### src/rtl/fifo_rr_drain.sv
// rtl/fifo_rr_drain.sv - round-robin drain of a FIFO bank onto one valid/ready stream
//
// Pops one word at a time from any non-empty upstream FIFO and presents it on
// OUT_DATA/OUT_VALID/OUT_READY, tagged with the source index on OUT_SRC.
//
// Ports:
//   CLK, RST_N     clock (rising edge) and asynchronous active-low reset
//   ENABLE         permits new grants; an in-flight transfer always completes
//   FIFO_EMPTY     per-FIFO registered EMPTY flags
//   FIFO_WR_EN     per-FIFO write-enable monitor (a read during a write is ignored)
//   FIFO_DOUT      packed FIFO read data, FIFO i in slice i
//   FIFO_RD_EN     one-hot read strobe, high only in the READ state
//   OUT_VALID      output word valid
//   OUT_READY      downstream accept
//   OUT_DATA       output word
//   OUT_SRC        index of the FIFO that supplied OUT_DATA
//   BUSY           high whenever the FSM is not idle
//   WORD_CNT       count of accepted output words, wraps at 16 bits
module fifo_rr_drain #(
  parameter int DATA_WIDTH = 8,
  parameter int NUM_FIFOS  = 4,
  localparam int SRC_W     = $clog2(NUM_FIFOS)
) (
  input  logic                            CLK,
  input  logic                            RST_N,
  input  logic                            ENABLE,
  input  logic [NUM_FIFOS-1:0]            FIFO_EMPTY,
  input  logic [NUM_FIFOS-1:0]            FIFO_WR_EN,
  input  logic [NUM_FIFOS*DATA_WIDTH-1:0] FIFO_DOUT,
  output logic [NUM_FIFOS-1:0]            FIFO_RD_EN,
  output logic                            OUT_VALID,
  input  logic                            OUT_READY,
  output logic [DATA_WIDTH-1:0]           OUT_DATA,
  output logic [SRC_W-1:0]                OUT_SRC,
  output logic                            BUSY,
  output logic [15:0]                     WORD_CNT
);

  typedef enum logic [1:0] {
    S_IDLE = 2'd0,
    S_READ = 2'd1,
    S_CAPT = 2'd2,
    S_SEND = 2'd3
  } state_t;

  state_t           state_q;
  state_t           state_d;
  logic [SRC_W-1:0] grant_q;
  logic [SRC_W-1:0] last_q;
  logic [SRC_W-1:0] pick;
  logic             any_elig;
  logic             start_grant;

  // Round-robin search starting one past the last accepted source.
  always_comb begin
    int               idx_i;
    logic [SRC_W-1:0] idx_s;
    idx_i    = 0;
    idx_s    = '0;
    pick     = '0;
    any_elig = 1'b0;
    for (int k = 0; k < NUM_FIFOS; k++) begin
      idx_i = (int'(last_q) + 1 + k) % NUM_FIFOS;
      idx_s = SRC_W'(idx_i);
      if (!any_elig && !FIFO_EMPTY[idx_s]) begin
        any_elig = 1'b1;
        pick     = idx_s;
      end
    end
  end

  assign start_grant = (state_q == S_IDLE) && ENABLE && any_elig;

  // State register
  always_ff @(posedge CLK or negedge RST_N) begin
    if (!RST_N) begin
      state_q <= S_IDLE;
    end else begin
      state_q <= state_d;
    end
  end

  // Next-state logic
  always_comb begin
    state_d = state_q;
    unique case (state_q)
      S_IDLE: if (start_grant) state_d = S_READ;
      // A write in the same cycle makes the FIFO drop our read; go back
      // to IDLE without touching last_q so the same FIFO is retried first.
      S_READ: state_d = FIFO_WR_EN[grant_q] ? S_IDLE : S_CAPT;
      S_CAPT: state_d = S_SEND;
      S_SEND: if (OUT_READY) state_d = S_IDLE;
      default: state_d = S_IDLE;
    endcase
  end

  // Outputs decoded purely from registered state, so no input reaches them
  // combinationally.
  always_comb begin
    FIFO_RD_EN = '0;
    if (state_q == S_READ) begin
      FIFO_RD_EN[grant_q] = 1'b1;
    end
    OUT_VALID = (state_q == S_SEND);
    BUSY      = (state_q != S_IDLE);
  end

  // Grant, round-robin pointer, output word and accepted-word counter.
  always_ff @(posedge CLK or negedge RST_N) begin
    if (!RST_N) begin
      grant_q  <= '0;
      last_q   <= SRC_W'(NUM_FIFOS - 1);
      OUT_DATA <= '0;
      OUT_SRC  <= '0;
      WORD_CNT <= '0;
    end else begin
      if (start_grant) begin
        grant_q <= pick;
      end
      // Read data is registered in the FIFO, so it is valid one cycle
      // after the strobe.
      if (state_q == S_CAPT) begin
        OUT_DATA <= FIFO_DOUT[int'(grant_q)*DATA_WIDTH +: DATA_WIDTH];
        OUT_SRC  <= grant_q;
      end
      if (state_q == S_SEND && OUT_READY) begin
        WORD_CNT <= WORD_CNT + 16'd1;
        last_q   <= grant_q;
      end
    end
  end

endmodule

### config.mk
export PLATFORM = sky130hd
export DESIGN_NAME = fifo_rr_drain
export DESIGN_NICKNAME = d
export VERILOG_FILES = /design/src/rtl/fifo_rr_drain.sv
export SDC_FILE = /design/constraint.sdc
export NUM_CORES = 1
export LEC_CHECK = 0
export CORE_ASPECT_RATIO = 0.9
export CORE_MARGIN = 4
export CORE_UTILIZATION = 43
export CTS_BUF_LIST = sky130_fd_sc_hd__clkbuf_2
export CTS_CLUSTER_DIAMETER = 60
export CTS_CLUSTER_SIZE = 25
export DETAILED_ROUTE_END_ITERATION = 8
export PLACE_DENSITY = 0.94
export SYNTH_ARGS = -nofsm -noshare
export SYNTH_HDL_FRONTEND = slang
export SYNTH_SLANG_ARGS = --single-unit
### constraint.sdc
create_clock -name CLK -period 1.73 [get_ports CLK]
set_input_delay 0.173 -clock CLK [delete_from_list [all_inputs] [get_ports CLK]]
set_output_delay 0.173 -clock CLK [all_outputs]
set_load 0.1 [all_outputs]
==> impl_metrics.py, run 1 <==
metrics = {
    "worst_setup_path": {
        "critPathRequiredTime_ns": 1.56,
        "cp.arrival_ns": 1.48,
        "cp_max_fo": 4,
        "worstSetupPathType": "flip-flop to primary output",
        "crit_path_end_kind": "primary output",
        "start_kind": "flip-flop",
    },
    "detailed_routing": {
        "first_pass_iters": 4,
        "drtAntennaViolNets": 0,
        "viasPerCell": 5.29,
        "drc": 0,
        "wire_per_inst_um": 17.3,
        "postRouteWirelength_mm": 4.63,
        "num_vias": 1418,
        "drt_iter0_markers": 50,
    },
    "floorplanning": {
        "num_rows": 21,
        "core_um2": 3780,
        "die_y_um": 67.8,
        "die_x_um": 74.4,
        "start_util_pct": 45.1,
        "die-area_um2": 5040,
        "ios": 76,
    },
    "layout": {
        "seq_area_um2": 831,
        "area_delta_synth_final_pct": 65.8,
        "mostFrequentLayoutCell": "clkdlybuf4s50_1",
        "fin_nets": 266,
        "utilization_pct": 74.8,
        "num_antenna_cells": 0,
        "drive_above_1_share_pct": 41.9,
        "mostFrequentLayoutCells": "43 x clkdlybuf4s50_1, 27 x buf_4, 16 x dfrtp_1, 16 x buf_12",
        "fillers": 241,
        "multi_input_area_um2": 908,
        "fin_area_um2": 2830,
    },
    "yosys": {
        "synth_cell_types": 37,
        "synth_flop_cell": "dfrtp_1",
        "syn-instance-count": 133,
        "syn_avg_cell_area_um2": 12.8,
        "synth_nets": 178,
        "ys_ff_latch": 32,
        "seq_area_frac_synth_pct": 47.1,
        "synth_top_cell_area_share_pct": 44.0,
        "yosysTopAreaCell": "dfrtp_1",
        "yosys-top-cells-area": "dfrtp_1 44%, mux4_2 6.6%, mux4_1 6.2%, xnor2_1 5.1%, mux2_2 4.6%",
        "synth-warning-count": 0,
        "synth_edf_count": 0,
        "syn_area_um2": 1710,
        "async_reset_ff_share_pct": 100,
    },
    "timing": {
        "fin_hold_ws_ns": 0.173,
        "skew_ns": 0.0111,
        "tightest_slew_ns": 0.403,
        "setup_violations": 0,
        "relSlewSlack_pct": 73.1,
        "slew_violations": 0,
        "hold_viol_final": 0,
        "layout_min_cycle_time_ns": 1.66,
        "setup_ws_ns": 0.0723,
        "fmax_ghz": 0.603,
        "min_period_over_period_pct": 95.8,
        "rsz0062_at_grt": "false",
    },
    "clocking": {
        "clkSinkCount": 32,
        "cts_buffers": 5,
        "clk_pin_slew_worst_paths_ns": 0.17,
        "cts.root.buffer_cell": "clkbuf_2",
        "htreeDepth": 2,
        "cts_hold_buffers": 0,
        "cts_tree": "done",
        "clock_path_buffers": 2,
        "insertion_delay_ns": 0.37,
    },
    "placed_design": {
        "io_buffers": 75,
        "dp_hpwl_mm": 3.64,
        "placedInstanceArea_um2": 2730,
        "pre_cts_ws_ns": 0.0429,
        "gp_congestion": 0.787,
    },
    "global_route": {
        "grt_usage_pct": 19.0,
        "top_usage_layer": "met2",
        "grtUsageMet2_pct": 31.9,
        "met1_usage_pct": 22.7,
        "grt_pass1_wl_mm": 7.05,
        "grt_pass1_vias": 1452,
        "antenna_found_initial": 0,
        "grt-ovfl-total": 0,
        "grt_max_degree": 33,
        "grt_util_met3_pct": 5.65,
    },
    "status": {
        "status": "complete, no violations",
    },
    "power": {
        "vdd_drop_max_mv": 1.06,
        "leakage_nw": 1.23,
        "powerDensity_nw_per_um2": 1900,
    },
    "min_path": {
        "hold_class": "primary input to asynchronous set/reset pin",
    },
    "flow_run": {
        "max_cap_viol_count": 0,
    },
}
[flip-flops by register name, indices dropped and copies added (netlist names), named ones only]
signal,count
OUT_DATA,8
OUT_SRC,2
WORD_CNT,16
grant_q,2
last_q,2
state_q,1
[logic make-up after synthesis]
family | count (synthesis) | synth area share [%]
mux | 22 | 22.4
fa+ha+maj | 1 | 0.733
simple gates | 42 | 15.0
flops | 32 | 47.1
buf+inv | 9 | 2.79
compound gates | 12 | 4.33
xor+xnor | 15 | 7.70
[repair_timing]
item	in CTS	in global routing
hold endpoints to repair	0	0
buffers inserted	3	1
pin swaps	0	3
setup endpoints to repair	4	3
gates resized for setup	3	0
[worst paths after layout]
check	startpoint	end	slack (ns)	cells after the start
max reg2reg	grant_q[0]$_DFFE_PN0P_	OUT_DATA[4]$_DFFE_PN0P_	0.16	4
min in group CLK	ENABLE	state_q[0]$_DFFE_PN0P_	0.46	3
min reg2reg	WORD_CNT[15]$_DFFE_PN0P_	WORD_CNT[15]$_DFFE_PN0P_	0.50	1
max	flip-flop	BUSY	0.07	3
max in group asynchronous	RST_N	WORD_CNT[0]$_DFFE_PN0P_	1.23	2
min	RST_N	WORD_CNT[15]$_DFFE_PN0P_	0.17	2
[through the flow]
step	total power, mW	TNS, ns	cells
floorplan	3.80	-0.0251	133
global placement	4.68	0	256
detailed placement	4.79	0	256
CTS	5.36	0	267
global route	5.57	0	268
finish	5.36	0	268
[synthesized netlist by cell type, types with 3 or more instances]
master and count:
dfrtp_1 30, nand2_1 10, xnor2_1 10, mux2_2 7, nand4_1 7, nor3_1 6, mux2_4 5, mux4_2 5
o21ai_0 5, xor2_1 5, inv_1 4, mux4_1 4, nand3_1 3
[metal layers]
layer / share of wire (%) / up-vias
li1: - / 667
met1: 39 / 697
met2: 51 / 45
met3: 7.5 / 9
met4: 2.1 / 0
met5: 0 / -
[worst max-delay path, cell delays in order, from the launching register on]
cell and delay, ns:
dfrtp_2 0.46, buf_4 0.15, or2_2 0.32, buf_12 0.17
[area by class of cell]
class,instances,share of cell area (%)
Timing Repair Buffer,86,33.7
Multi-Input combinational cell,92,32.1
Sequential cell,32,29.4
Tap cell,46,2.03
Clock inverter,2,1.24
Clock buffer,6,1.06
Inverter,4,0.531
[report_power, final]
part	switching [mW]	internal, mW	total (mW)
clock network	0.260	0.249	0.508
registers	0.254	1.03	1.29
logic	2.29	1.28	3.57
Note: power is estimated with default switching activity, not from simulation.
==> inputs of run 2 (changes only) <==
- ABC_AREA: not set -> 0
- ABC_CLOCK_PERIOD_IN_PS: not set -> 1730
- CORE_UTILIZATION: 43 -> 42
- CTS_BUF_LIST: sky130_fd_sc_hd__clkbuf_2 -> sky130_fd_sc_hd__clkbuf_16
- PLACE_DENSITY: 0.94 -> 0.92
==> run 2 against run 1 <==
Compared with the run above: global-route usage grew 1.4 points; register-to-register slack gained 0.02 ns; final cell count shrank 1.1%; sequential share of layout area shrank 0.57 points; sequential power grew 4%; combinational power shrank 3%; fmax shrank 0.82%; largest cell class unchanged; largest power group unchanged.
==> impl_metrics.py, run 2 (synthesis gave the netlist of run 1 again) <==
metrics = {
    "status": {
        "status": "complete, no violations",
    },
    "global_route": {
        "grt_max_degree": 33,
        "grt_usage_pct": 20.4,
        "grt_pass1_vias": 1593,
        "grt-ovfl-total": 0,
        "antenna_found_initial": 0,
        "grt_pass1_wl_mm": 7.72,
    },
    "detailed_routing": {
        "first_pass_iters": 4,
        "num_vias": 1468,
        "viasPerCell": 5.54,
        "wire_per_inst_um": 19.1,
        "drc": 0,
        "postRouteWirelength_mm": 5.06,
        "drt_iter0_markers": 54,
        "drtAntennaViolNets": 0,
    },
    "placed_design": {
        "gp_congestion": 0.808,
        "io_buffers": 75,
        "dp_hpwl_mm": 3.98,
        "dpl.cell_count": 257,
    },
    "worst_setup_path": {
        "rr_worst_depth": 3,
        "critPathRequiredTime_ns": 1.56,
        "start_kind": "flip-flop",
        "cp_max_fo": 9,
        "reg2reg_slack_ns": 0.18,
        "crit_path_end_kind": "primary output",
        "cp.arrival_ns": 1.50,
        "rr_startpoint": "grant_q[0]$_DFFE_PN0P_",
        "worstSetupPathType": "flip-flop to primary output",
    },
    "floorplanning": {
        "ios": 76,
        "start_util_pct": 44.8,
        "core_um2": 3810,
        "die_y_um": 68.5,
        "die-area_um2": 5150,
        "num_rows": 21,
        "die_x_um": 75.2,
    },
    "timing": {
        "skew_ns": 0.00219,
        "rsz0062_at_grt": "false",
        "hold_viol_final": 0,
        "tightest_slew_ns": 0.409,
        "final.setup.tns_ns": 0,
        "layout_min_cycle_time_ns": 1.67,
        "min_period_over_period_pct": 96.6,
        "relSlewSlack_pct": 72.7,
        "slew_violations": 0,
        "fmax_ghz": 0.598,
        "setup_violations": 0,
    },
    "layout": {
        "mostFrequentLayoutCells": "43 x clkdlybuf4s50_1, 24 x buf_4, 18 x dfrtp_1",
        "final_cell_count_no_fill": 265,
        "mostFrequentLayoutCell": "clkdlybuf4s50_1",
        "regMostFlops": "WORD_CNT",
        "num_antenna_cells": 0,
        "fillers": 224,
        "drive_above_1_share_pct": 39.3,
        "area_delta_synth_final_pct": 68.6,
        "reg_top3": "WORD_CNT: 16 flops, OUT_DATA: 8 flops",
        "largest_register_ff_count": 16,
        "fin_nets": 263,
    },
    "clocking": {
        "htreeDepth": 2,
        "cts_hold_buffers": 0,
        "clkSinkCount": 32,
        "cts_buffers": 5,
        "insertion_delay_ns": 0.27,
        "clock_path_buffers": 2,
        "clk_pin_slew_worst_paths_ns": 0.05,
        "post_cts_buffers": 0,
        "cts_tree": "done",
        "cts_resized": 0,
        "cts.root.buffer_cell": "clkbuf_16",
    },
    "power": {
        "vdd_drop_max_mv": 0.944,
        "powerDensity_nw_per_um2": 1950,
        "leakage_nw": 1.25,
        "power.total_mw": 5.62,
    },
    "min_path": {
        "hold_class": "primary input to asynchronous set/reset pin",
    },
    "flow_run": {
        "max_cap_viol_count": 0,
    },
}
[run 2: changes by cell type in the layout (fill, tap and decap cells not counted), sizes merged]
cell	delta
buf	-3
bufinv	-1
clkbuf	-1
inv	+2
[run 2: layout make-up]
class / instances / area (um2) / area share, %
Sequential cell: 32 / 828 / 28.8
Timing Repair Buffer: 83 / 931 / 32.3
Multi-Input combinational cell: 92 / 908 / 31.6
Inverter: 4 / 15.0 / 0.522
Clock buffer: 5 / 125 / 4.35
Clock inverter: 3 / 12.5 / 0.435
Tap cell: 46 / 57.6 / 2.00
[run 2: through the flow]
stage               setup WS, ns  util, %  hold slack [ns]  cell area (um2)
floorplan                -0.0251        -           -0.123             1780
global placement           0.132     71.9            0.465             2740
detailed placement        0.0864     71.9            0.472             2740
CTS                       0.0381     75.5            0.319             2880
global route              0.0211     75.5            0.349             2880
finish                    0.0586     75.5            0.304             2880
[run 2: critical path, stage by stage (launching register included)]
cell and delay [ns]:
dfrtp_1 0.51, nand2b_4 0.26, nor3_4 0.25, buf_12 0.20
[run 2: per-layer routing]
layer,GRT usage (%),vias up,wire [um]
met2,37.9,66,2650
met3,4.99,13,426
met5,0,-,0
met1,21.8,722,1850
li1,-,667,-
met4,8.95,0,138
[run 2: how the worst max path moves through the flow]
stage / startpoint / to / slack, ns / depth (start not counted)
finish: flip-flop / FIFO_RD_EN[0] / 0.06 / 3
global route: state_q[0]$_DFFE_PN0P_ / FIFO_RD_EN[0] / 0.02 / 3
CTS: grant_q[1]$_DFFE_PN0P_ / FIFO_RD_EN[0] / 0.04 / 4
detailed placement: OUT_READY / WORD_CNT[12]$_DFFE_PN0P_ / 0.09 / 5
global placement: OUT_READY / WORD_CNT[13]$_DFFE_PN0P_ / 0.13 / 5
floorplan: grant_q[1]$_DFFE_PN0P_ / FIFO_RD_EN[2] / -0.03 / 3
[run 2: where the power goes]
group / switching, mW / internal (mW) / leakage [nW]
Sequential: 0.306 / 1.03 / 0.386
Combinational: 2.25 / 1.22 / 0.784
Clock: 0.299 / 0.519 / 0.0762
==> inputs of run 3 (changes only) <==
- GPL_TIMING_DRIVEN: not set -> 0
==> run 3 against run 2 <==
Compared with the run above: the flow now finishes with violations (hold timing); final cell count fell by 1.1%; global-route usage fell by 1.8 points; critical path depth is 2 lower; non-clock buffer count down 3; sequential share of layout area grew 1.5 points; register-to-register slack about the same; worst setup slack worse by 0.033 ns; combinational power fell by 5.8%; clock power increased by 18%; power fell by 2.6%; routed wire length decreased by 9.2%; sequential power shrank 7%.
==> impl_metrics.py, run 3 (synthesis gave the netlist of run 1 again) <==
metrics = {
    "timing": {
        "layout_min_cycle_time_ns": 1.70,
        "fin_hold_ws_ns": -0.0594,
        "fmax_ghz": 0.587,
        "slew_violations": 0,
        "skew_ns": 0.00301,
        "min_period_over_period_pct": 98.5,
        "relSlewSlack_pct": 34.9,
        "setup_violations": 0,
        "hold_viol_final": 30,
        "tightest_slew_ns": 0.981,
    },
    "power": {
        "powerDensity_nw_per_um2": 2000,
        "power.total_mw": 5.48,
        "leakage_nw": 1.20,
        "vdd_drop_max_mv": 0.949,
    },
    "layout": {
        "drive_above_1_share_pct": 31.5,
        "fin_nets": 260,
        "mostFrequentLayoutCell": "clkdlybuf4s50_1",
        "utilization_pct": 71.9,
        "num_antenna_cells": 0,
        "mostFrequentLayoutCells": "42 x clkdlybuf4s50_1, 17 x dfrtp_1, 13 x dlygate4sd2_1",
        "reg_top3": "WORD_CNT: 16 flops, OUT_DATA: 8 flops",
        "area_delta_synth_final_pct": 60.4,
        "final_cell_count_no_fill": 262,
        "regMostFlops": "WORD_CNT",
        "fillers": 263,
        "largest_register_ff_count": 16,
    },
    "floorplanning": {
        "start_util_pct": 44.8,
        "ios": 76,
        "core_um2": 3810,
        "die-area_um2": 5150,
        "die_x_um": 75.2,
        "die_y_um": 68.5,
        "num_rows": 21,
    },
    "worst_setup_path": {
        "critPathRequiredTime_ns": 1.56,
        "start_kind": "flip-flop",
        "cp_top_family": "buffers and inverters",
        "cp.arrival_ns": 1.53,
        "crit_chain": "clkdlybuf4s15_1",
        "max_stage_delay_ns": 0.85,
        "cpMaxStageDelayCell": "clkdlybuf4s15_1",
        "worstSetupPathType": "flip-flop to primary output",
        "crit_path_end_kind": "primary output",
        "crit_buf_inv": 1,
        "cp_max_fo": 5,
    },
    "global_route": {
        "antenna_found_initial": 0,
        "grt-ovfl-total": 0,
        "grt_usage_pct": 18.6,
        "grt_pass1_vias": 1454,
        "grt_max_degree": 33,
        "grt_pass1_wl_mm": 7.00,
    },
    "clocking": {
        "htreeDepth": 2,
        "cts_buffers": 5,
        "cts.root.buffer_cell": "clkbuf_16",
        "insertion_delay_ns": 0.27,
        "clkSinkCount": 32,
        "cts_tree": "done",
        "clk_pin_slew_worst_paths_ns": 0.05,
        "post_cts_buffers": 0,
        "clock_path_buffers": 2,
        "cts_hold_buffers": 0,
    },
    "detailed_routing": {
        "viasPerCell": 5.46,
        "first_pass_iters": 4,
        "top_layer": "met4",
        "num_vias": 1430,
        "wl_met3_um": 430,
        "wl_met2_mm": 2.31,
        "drt_iter0_markers": 78,
        "drtAntennaViolNets": 0,
        "m1WireLength_mm": 1.81,
        "wire_per_inst_um": 17.5,
        "drc": 0,
        "postRouteWirelength_mm": 4.60,
    },
    "status": {
        "violations": "hold timing",
        "status": "finished with violations",
    },
    "placed_design": {
        "io_buffers": 75,
        "dp_hpwl_mm": 3.45,
        "gp_congestion": 0.825,
        "dpl.cell_count": 254,
    },
    "flow_run": {
        "max_cap_viol_count": 0,
    },
    "min_path": {
        "hold_class": "primary input to asynchronous set/reset pin",
    },
}
run 3: changes by cell type in the layout (fill, tap and decap cells not counted), moves of 2 or more:
cell and change:
clkbuf_2 +6, buf_4 -23, dlygate4sd2_1 +13, clkdlybuf4s15_1 +5, buf_12 -14, clkdlybuf4s15_2 +2, buf_6 +3, buf_2 +4
run 3: per-stage QoR:
step | setup slack (ns) | TNS (ns) | hold WS (ns) | instance area [um2]
3_3_place_gp | -0.679 | -6.25 | 0.462 | 2590
4_1_cts | 0.000108 | 0 | 0.480 | 2750
6_report | 0.0257 | 0 | -0.0594 | 2740
5_1_grt | -0.00400 | -0.00400 | 0.00492 | 2740
3_5_place_dp | -0.752 | -7.18 | 0.474 | 2590
2_1_floorplan | -0.0251 | -0.0251 | -0.123 | 1780
run 3: final cells by class:
class	instances	area (um2)	share of cell area, %
multi-input cells	92	908	33.2
flip-flops and latches	32	830	30.3
repair buffers	75	723	26.4
clock buffers	5	125	4.57
well taps	46	57.6	2.10
plain buffers	5	40.0	1.46
clock inverters	3	38.8	1.42
inverters	4	15.0	0.548
run 3: timing repair:
| action | 4_1_cts | 5_1_grt |
|---|---|---|
| resized for setup | 77 | 16 |
| setup endpoints to repair | 32 | 14 |
| endpoints found under the hold margin | 0 | 0 |
run 3: final timing paths:
kind / endpoint / cells after the start / slack, ns / startpoint
setup / recovery: WORD_CNT[8] / 1 / 0.03 / WORD_CNT[8]$_DFFE_PN0P_
hold / removal: OUT_DATA[5]$_DFFE_PN0P_ / 1 / -0.06 / RST_N
setup reg to reg: OUT_DATA[0]$_DFFE_PN0P_ / 3 / 0.18 / grant_q[0]$_DFFE_PN0P_
hold reg to reg: WORD_CNT[5]$_DFFE_PN0P_ / 1 / 0.48 / WORD_CNT[5]$_DFFE_PN0P_
max in group asynchronous: WORD_CNT[3]$_DFFE_PN0P_ / 1 / 1.28 / RST_N
min in group CLK: WORD_CNT[5]$_DFFE_PN0P_ / 1 / 0.48 / WORD_CNT[5]$_DFFE_PN0P_
run 3: where the power goes:
part	internal, mW	switching (mW)	leakage, nW
Combinational	0.987	2.28	0.728
Sequential	1.03	0.208	0.385
Clock	0.670	0.298	0.0850
run 3: metal layers:
layer / GRT usage (%) / vias up
li1: - / 662
met1: 21.2 / 707
met2: 32.2 / 57
met3: 7.20 / 4
met4: 6.11 / 0
met5: 0 / -
